`config.mk`:
```
export PLATFORM = sky130hd
export DESIGN_NAME = serial_alu
export DESIGN_NICKNAME = d
export VERILOG_FILES = /design/src/rtl/tinyrv_pkg.sv /design/src/rtl/serial_alu_shifter.sv /design/src/rtl/serial_alu.sv
export SDC_FILE = /design/constraint.sdc
export NUM_CORES = 1
export LEC_CHECK = 0
export ABC_AREA = 1
export BUFFER_PORTS_ARGS = -buffer_cell sky130_fd_sc_hd__buf_2
export CAP_MARGIN = 20
export CORE_MARGIN = 10
export CORE_UTILIZATION = 40
export CTS_CLUSTER_SIZE = 10
export DETAILED_ROUTE_END_ITERATION = 10
export PLACE_DENSITY = 0.62
export SYNTH_ARGS = -nofsm -noshare
export SYNTH_HDL_FRONTEND = slang
export SYNTH_SLANG_ARGS = --single-unit
```
`constraint.sdc`:
```
create_clock -name clk -period 5.2 [get_ports clk]
set_input_delay 0.78 -clock clk [delete_from_list [all_inputs] [get_ports clk]]
set_output_delay 0.78 -clock clk [all_outputs]
set_load 0.02 [all_outputs]
```
`src/rtl/tinyrv_pkg.sv`:
```
// tinyrv shared definitions: ALU op encodings, funct3 codes,
// FSM state encoding and datapath width.
package tinyrv_pkg;

  localparam int XLEN = 32;

  localparam logic [2:0] F3_ADD  = 3'd0;
  localparam logic [2:0] F3_SLL  = 3'd1;
  localparam logic [2:0] F3_SLT  = 3'd2;
  localparam logic [2:0] F3_SLTU = 3'd3;
  localparam logic [2:0] F3_XOR  = 3'd4;
  localparam logic [2:0] F3_SR   = 3'd5;
  localparam logic [2:0] F3_OR   = 3'd6;
  localparam logic [2:0] F3_AND  = 3'd7;

  localparam logic [3:0] OP_ADD  = 4'b0000;
  localparam logic [3:0] OP_SUB  = 4'b1000;
  localparam logic [3:0] OP_SLL  = 4'b0001;
  localparam logic [3:0] OP_SLT  = 4'b0010;
  localparam logic [3:0] OP_SLTU = 4'b0011;
  localparam logic [3:0] OP_XOR  = 4'b0100;
  localparam logic [3:0] OP_SRL  = 4'b0101;
  localparam logic [3:0] OP_SRA  = 4'b1101;
  localparam logic [3:0] OP_OR   = 4'b0110;
  localparam logic [3:0] OP_AND  = 4'b0111;

  localparam logic [1:0] S_IDLE  = 2'd0;
  localparam logic [1:0] S_LOAD  = 2'd1;
  localparam logic [1:0] S_WRITE = 2'd2;

  typedef enum logic [1:0] {
    ST_IDLE  = S_IDLE,
    ST_LOAD  = S_LOAD,
    ST_WRITE = S_WRITE
  } state_e;

  // Ops that run the adder as rs1 + ~rs2 + 1.
  function automatic logic uses_sub(input logic [3:0] op);
    return (op == OP_SUB) || (op[2:0] == F3_SLT)
        || (op[2:0] == F3_SLTU);
  endfunction

endpackage

```
`src/rtl/serial_alu_shifter.sv`:
```
// Combinational 32-bit barrel shifter for the serial ALU.
// dir=0 shifts left; dir=1 shifts right, sign-filling when arith.
module serial_alu_shifter (
  input  logic [31:0] data,
  input  logic [4:0]  shamt,
  input  logic        dir,
  input  logic        arith,
  output logic [31:0] result
);

  always_comb begin
    result = data << shamt;
    if (dir) begin
      if (arith) result = $unsigned($signed(data) >>> shamt);
      else       result = data >> shamt;
    end
  end

endmodule

```
`src/rtl/serial_alu.sv`:
```
// Byte-serial RV32I ALU: operands arrive LSB first over four
// mux_phase beats, the result leaves over the next four.
module serial_alu #(
  parameter int XLEN = 32
) (
  input  logic       clk,
  input  logic       rst,
  input  logic [1:0] mux_phase,
  input  logic       start,
  input  logic [3:0] op,
  input  logic [7:0] rs1_dat,
  input  logic [7:0] rs2_dat,
  output logic [7:0] rd_dat,
  output logic       rd_we,
  output logic       busy,
  output logic       done,
  output logic       err
);
  import tinyrv_pkg::*;

  state_e          state_q, state_d;
  logic [3:0]      op_q, op_d;
  logic [1:0]      beat_q, beat_d;
  logic            carry_q, carry_d;
  logic [4:0]      shamt_q, shamt_d;
  logic [XLEN-9:0] a_q, a_d;
  logic [XLEN-1:0] res_q, res_d;
  logic [7:0]      rd_q, rd_d;
  logic            we_q, we_d;
  logic            err_q, err_d;

  logic            accept, abort, cin;
  logic [3:0]      cur_op;
  logic [1:0]      idx;
  logic [7:0]      b_byte, byte_res;
  logic [8:0]      sum;
  logic            slt_flag, sltu_flag;
  logic [XLEN-1:0] a_full, sh_out, final_res;

  assign a_full = {rs1_dat, a_q};

  serial_alu_shifter u_shifter (
    .data   (a_full),
    .shamt  (shamt_q),
    .dir    (op_q[2:0] == F3_SR),
    .arith  (op_q[3]),
    .result (sh_out)
  );

  always_comb begin
    accept = (state_q == ST_IDLE) && start
          && (mux_phase == 2'd0);
    abort  = (state_q != ST_IDLE) && (mux_phase != beat_q);
    cur_op = accept ? op : op_q;
    idx    = accept ? 2'd0 : beat_q;
    cin    = accept ? uses_sub(op) : carry_q;
    b_byte = uses_sub(cur_op) ? ~rs2_dat : rs2_dat;
    sum    = {1'b0, rs1_dat} + {1'b0, b_byte} + {8'd0, cin};
    case (cur_op[2:0])
      F3_XOR:  byte_res = rs1_dat ^ rs2_dat;
      F3_OR:   byte_res = rs1_dat | rs2_dat;
      F3_AND:  byte_res = rs1_dat & rs2_dat;
      default: byte_res = sum[7:0];
    endcase
    // Byte 3 is still on the bus at the LOAD->WRITE edge.
    slt_flag  = (rs1_dat[7] != rs2_dat[7]) ? rs1_dat[7] : sum[7];
    sltu_flag = ~sum[8];
    case (op_q[2:0])
      F3_SLL, F3_SR: final_res = sh_out;
      F3_SLT:        final_res = {{(XLEN-1){1'b0}}, slt_flag};
      F3_SLTU:       final_res = {{(XLEN-1){1'b0}}, sltu_flag};
      default:       final_res = {byte_res, res_q[XLEN-9:0]};
    endcase
  end

  always_comb begin
    state_d = state_q;
    op_d    = op_q;
    beat_d  = beat_q;
    carry_d = carry_q;
    shamt_d = shamt_q;
    a_d     = a_q;
    res_d   = res_q;
    rd_d    = 8'd0;
    we_d    = 1'b0;
    err_d   = 1'b0;
    done    = 1'b0;
    busy    = (state_q != ST_IDLE);
    case (state_q)
      ST_IDLE: begin
        if (accept) begin
          state_d      = ST_LOAD;
          op_d         = op;
          beat_d       = 2'd1;
          shamt_d      = rs2_dat[4:0];
          carry_d      = sum[8];
          a_d[7:0]     = rs1_dat;
          res_d[7:0]   = byte_res;
        end
      end
      ST_LOAD: begin
        if (abort) begin
          state_d = ST_IDLE;
          err_d   = 1'b1;
        end else begin
          beat_d  = beat_q + 2'd1;
          carry_d = sum[8];
          if (beat_q != 2'd3) begin
            a_d[{idx, 3'b000} +: 8]   = rs1_dat;
            res_d[{idx, 3'b000} +: 8] = byte_res;
          end else begin
            state_d = ST_WRITE;
            res_d   = final_res;
            rd_d    = final_res[7:0];
            we_d    = 1'b1;
          end
        end
      end
      ST_WRITE: begin
        if (abort) begin
          state_d = ST_IDLE;
          err_d   = 1'b1;
        end else begin
          beat_d = beat_q + 2'd1;
          if (beat_q != 2'd3) begin
            rd_d  = res_q[15:8];
            we_d  = 1'b1;
            res_d = res_q >> 8;
          end else begin
            state_d = ST_IDLE;
            done    = 1'b1;
          end
        end
      end
      default: state_d = ST_IDLE;
    endcase
  end

  always_ff @(posedge clk) begin
    if (rst) begin
      state_q <= ST_IDLE;
      op_q    <= 4'd0;
      beat_q  <= 2'd0;
      carry_q <= 1'b0;
      shamt_q <= 5'd0;
      a_q     <= '0;
      res_q   <= '0;
      rd_q    <= 8'd0;
      we_q    <= 1'b0;
      err_q   <= 1'b0;
    end else begin
      state_q <= state_d;
      op_q    <= op_d;
      beat_q  <= beat_d;
      carry_q <= carry_d;
      shamt_q <= shamt_d;
      a_q     <= a_d;
      res_q   <= res_d;
      rd_q    <= rd_d;
      we_q    <= we_d;
      err_q   <= err_d;
    end
  end

  assign rd_dat = rd_q;
  assign rd_we  = we_q;
  assign err    = err_q;

endmodule

```
==> results.json <==
{
  "die-width_um": 167.9,
  "post-route-drc-count": 0,
  "dp_hpwl_mm": 25.12,
  "grt_pass1_wl_mm": 53.25,
  "min_period_over_period_pct": 85.99,
  "drt-total-wl_mm": 33.84,
  "clock-root-buffer": "clkbuf_16",
  "finalInstanceArea_um2": 9360,
  "drtIter0Drc": 1372,
  "hold_viol": 0,
  "setup_slack_ns": 0.7287,
  "clock-sinks": 80,
  "core_area_um2": 21690,
  "p_sw_share_pct": 52.48,
  "p_switching_mw": 1.970,
  "power_frac_comb_pct": 58.9,
  "synth_area_leader_cell": "nand2_1",
  "synth_top_area_share_pct": 22.60,
  "antenna_found_initial": 0,
  "synth_seq_cells": 80,
  "worstPathRequired_ns": 5.41,
  "ys_types": 48,
  "syn_avg_cell_area_um2": 5.557,
  "worstSetupPathType": "reg -> reg",
  "hold_buffers": 0,
  "cp_max_fo": 22,
  "grt_use_total_pct": 23.11,
  "post_cts_buffers": 0,
  "wl_per_cell_um": 18.53,
  "clk_pin_slew_ns": 0.07,
  "skew_ns": 0.01159,
  "syn_inst": 1575,
  "power.leakage_nw": 4.265,
  "placementRows": 54,
  "wl_met2_mm": 15.04,
  "synth-edff-count": 0,
  "n_fill_cell": 2425,
  "timing.max_cap.violations": 0,
  "initial_core_util_pct": 40.35,
  "drive_above_1_share_pct": 6.468,
  "insertedDiodeCount": 0,
  "cts_max_path_buffers": 2,
  "setup_violations": 0,
  "clockPowerShare_pct": 20.5,
  "clock.fmax_ghz": 0.2236,
  "grt_pass1_vias": 9833,
  "clock_latency_ns": 0.36,
  "seq_area_frac_synth_pct": 18.30,
  "min_period_ns": 4.471,
  "met1_length_mm": 14.23,
  "worst_ep_arrival_time_ns": 4.68,
  "status": "finished, final reports clean",
  "top_layer": "met4",
  "num-nets-final": 1602,
  "vias_per_cell": 5.834,
  "globalRoute.totalOverflow": 0,
  "die_area_um2": 28200,
  "synth.most_common_cell": "nand2_1",
  "async_flop_share_pct": 0,
  "synthesis.nets": 1635,
  "critPathCaptureType": "flop",
  "vias": 10650,
  "drv_slew": 0,
  "io_buffers": 36,
  "synth_warnings": 0,
  "tightestPinTransition_ns": 1.114,
  "cp-start-kind": "flop",
  "total_power_mw": 3.754,
  "synthToLayoutAreaGrowth_pct": 6.948,
  "intPower_mw": 1.784,
  "yosys-top-cells-area": "nand2_1 (23%), dfxtp_1 (18%), nand3_1 (13%)",
  "htree_levels": 3,
  "synth_ff_type": "dfxtp_1",
  "synth_common_cells": "nand2_1 (527), nand3_1 (230), a21oi_1 (123)",
  "rsz0062_at_grt": "false",
  "dp_slack_ns": 0.4680,
  "grt_max_degree": 74,
  "holdCritPathClass": "reg -> reg",
  "peakVddDrop_mv": 0.3040,
  "cts-resized-gates": 0,
  "routabilityCongestion": 1.018,
  "ant_nets": 0,
  "slew_headroom_pct": 25.18,
  "cts_tree": "done",
  "wl_met3_mm": 2.992,
  "synth_area_um2": 8752,
  "seq_power_share_pct": 20.6,
  "io_pins": 37,
  "p_per_area_nw_per_um2": 401.0,
  "placed_cell_area_um2": 9000,
  "die-height_um": 167.9,
  "numCtsBuffers": 9,
  "drtPass1Iterations": 6,
  "setup_tns_ns": 0
}
final cells by class:
class                   instances  area, um2  share of cell area, %
clock buffers                   9      225.2                  2.406
clock inverters                 6      115.1                  1.230
inverters                     122      457.9                  4.892
multi-input cells            1279       6310                  67.41
flip-flops and latches         80       1604                  17.14
well taps                     280      350.3                  3.743
repair buffers                 50      297.8                  3.181
layout by cell type (no fill, tap or decap), drive strengths merged, types with 2 or more instances in the layout:
| master | n |
|---|---|
| o211ai | 30 |
| a21o | 2 |
| a41oi | 14 |
| clkinv | 4 |
| mux2i | 2 |
| dfxtp | 80 |
| bufinv | 3 |
| nand3b | 4 |
| o21a | 6 |
| nor2 | 108 |
| clkbuf | 9 |
| nand3 | 233 |
| xor2 | 8 |
| or2 | 9 |
| inv | 120 |
| a21boi | 2 |
| nor4 | 4 |
| and2 | 8 |
| buf | 50 |
| xnor2 | 4 |
| a31oi | 11 |
| a21oi | 125 |
| ha | 33 |
| nand4 | 17 |
| o21ai | 96 |
| a211oi | 20 |
| nand2 | 530 |
| nor3 | 7 |
| fa | 2 |
sequential cells by signal, summed over array words and instances (netlist names):
register and flops:
res_q 32, a_q 24, rd_dat 8, shamt_q 5, op_q 4, beat_q 2, state_q 2, carry_q 1
err 1, rd_we 1
power by group through the flow:
| stage | Sequential [mW] | Combinational, mW | Clock (mW) |
|---|---|---|---|
| 6_report | 0.773 | 2.21 | 0.770 |
| 5_1_grt | 0.782 | 2.45 | 0.789 |
| 4_1_cts | 0.771 | 2.16 | 0.770 |
| 3_5_place_dp | 0.784 | 2.15 | 0 |
| 3_3_place_gp | 0.783 | 2.14 | 0 |
| 2_1_floorplan | 0.758 | 1.57 | 0 |
metal layers:
metal / GRT usage (%) / vias up
met1: 29.51 / 4864
met4: 11.96 / 0
met2: 36.41 / 511
li1: - / 5194
met5: 0 / -
met3: 4.051 / 83
critical path: stages, from the launching register on:
cell and delay, ns:
dfxtp_1 0.33, inv_1 0.12, ha_1 0.20, nand2_1 0.06, inv_1 0.06, nand2_2 0.24, o21ai_2 0.41, inv_1 0.09
o21ai_0 0.15, nand2_1 0.07, buf_4 0.18, xor2_1 0.16, fa_1 0.43, fa_1 0.47, nand4_1 0.12, nand3b_1 0.09
or2_2 0.28, nand3_1 0.07, nand3_1 0.27, nand2_1 0.13, nor2_1 0.06, nand2_1 0.08, nand3_1 0.09, nand2_1 0.11
a21oi_1 0.06
worst paths after layout:
kind / cells past startpoint / start / slack [ns] / endpoint
max: 24 / state_q[0]$_SDFFE_PP0P_ / 0.73 / res_q[14]$_SDFFE_PP0P_
min: 2 / res_q[25]$_SDFFE_PP0P_ / 0.47 / res_q[25]$_SDFFE_PP0P_
max reg2reg: 24 / state_q[0]$_SDFFE_PP0P_ / 0.73 / res_q[14]$_SDFFE_PP0P_
min reg2reg: 2 / res_q[25]$_SDFFE_PP0P_ / 0.47 / res_q[25]$_SDFFE_PP0P_
stage by stage:
stage	util, %	std cells	hold WS, ns
after global routing	43.16	1826	0.4734
after floorplan	-	1575	0.4413
after CTS	43.07	1825	0.4661
final	43.16	1826	0.4688
after detailed placement	41.50	1810	0.4561
after global placement	41.50	1810	0.4527
kinds of logic after synthesis:
family / synth area share [%]
fa+ha+maj: 5.175
flops: 18.30
compound gates: 20.60
simple gates: 44.89
mux: 0.2287
buf+inv: 9.607
xor+xnor: 1.201
Note: power is estimated with default switching activity, not from simulation.
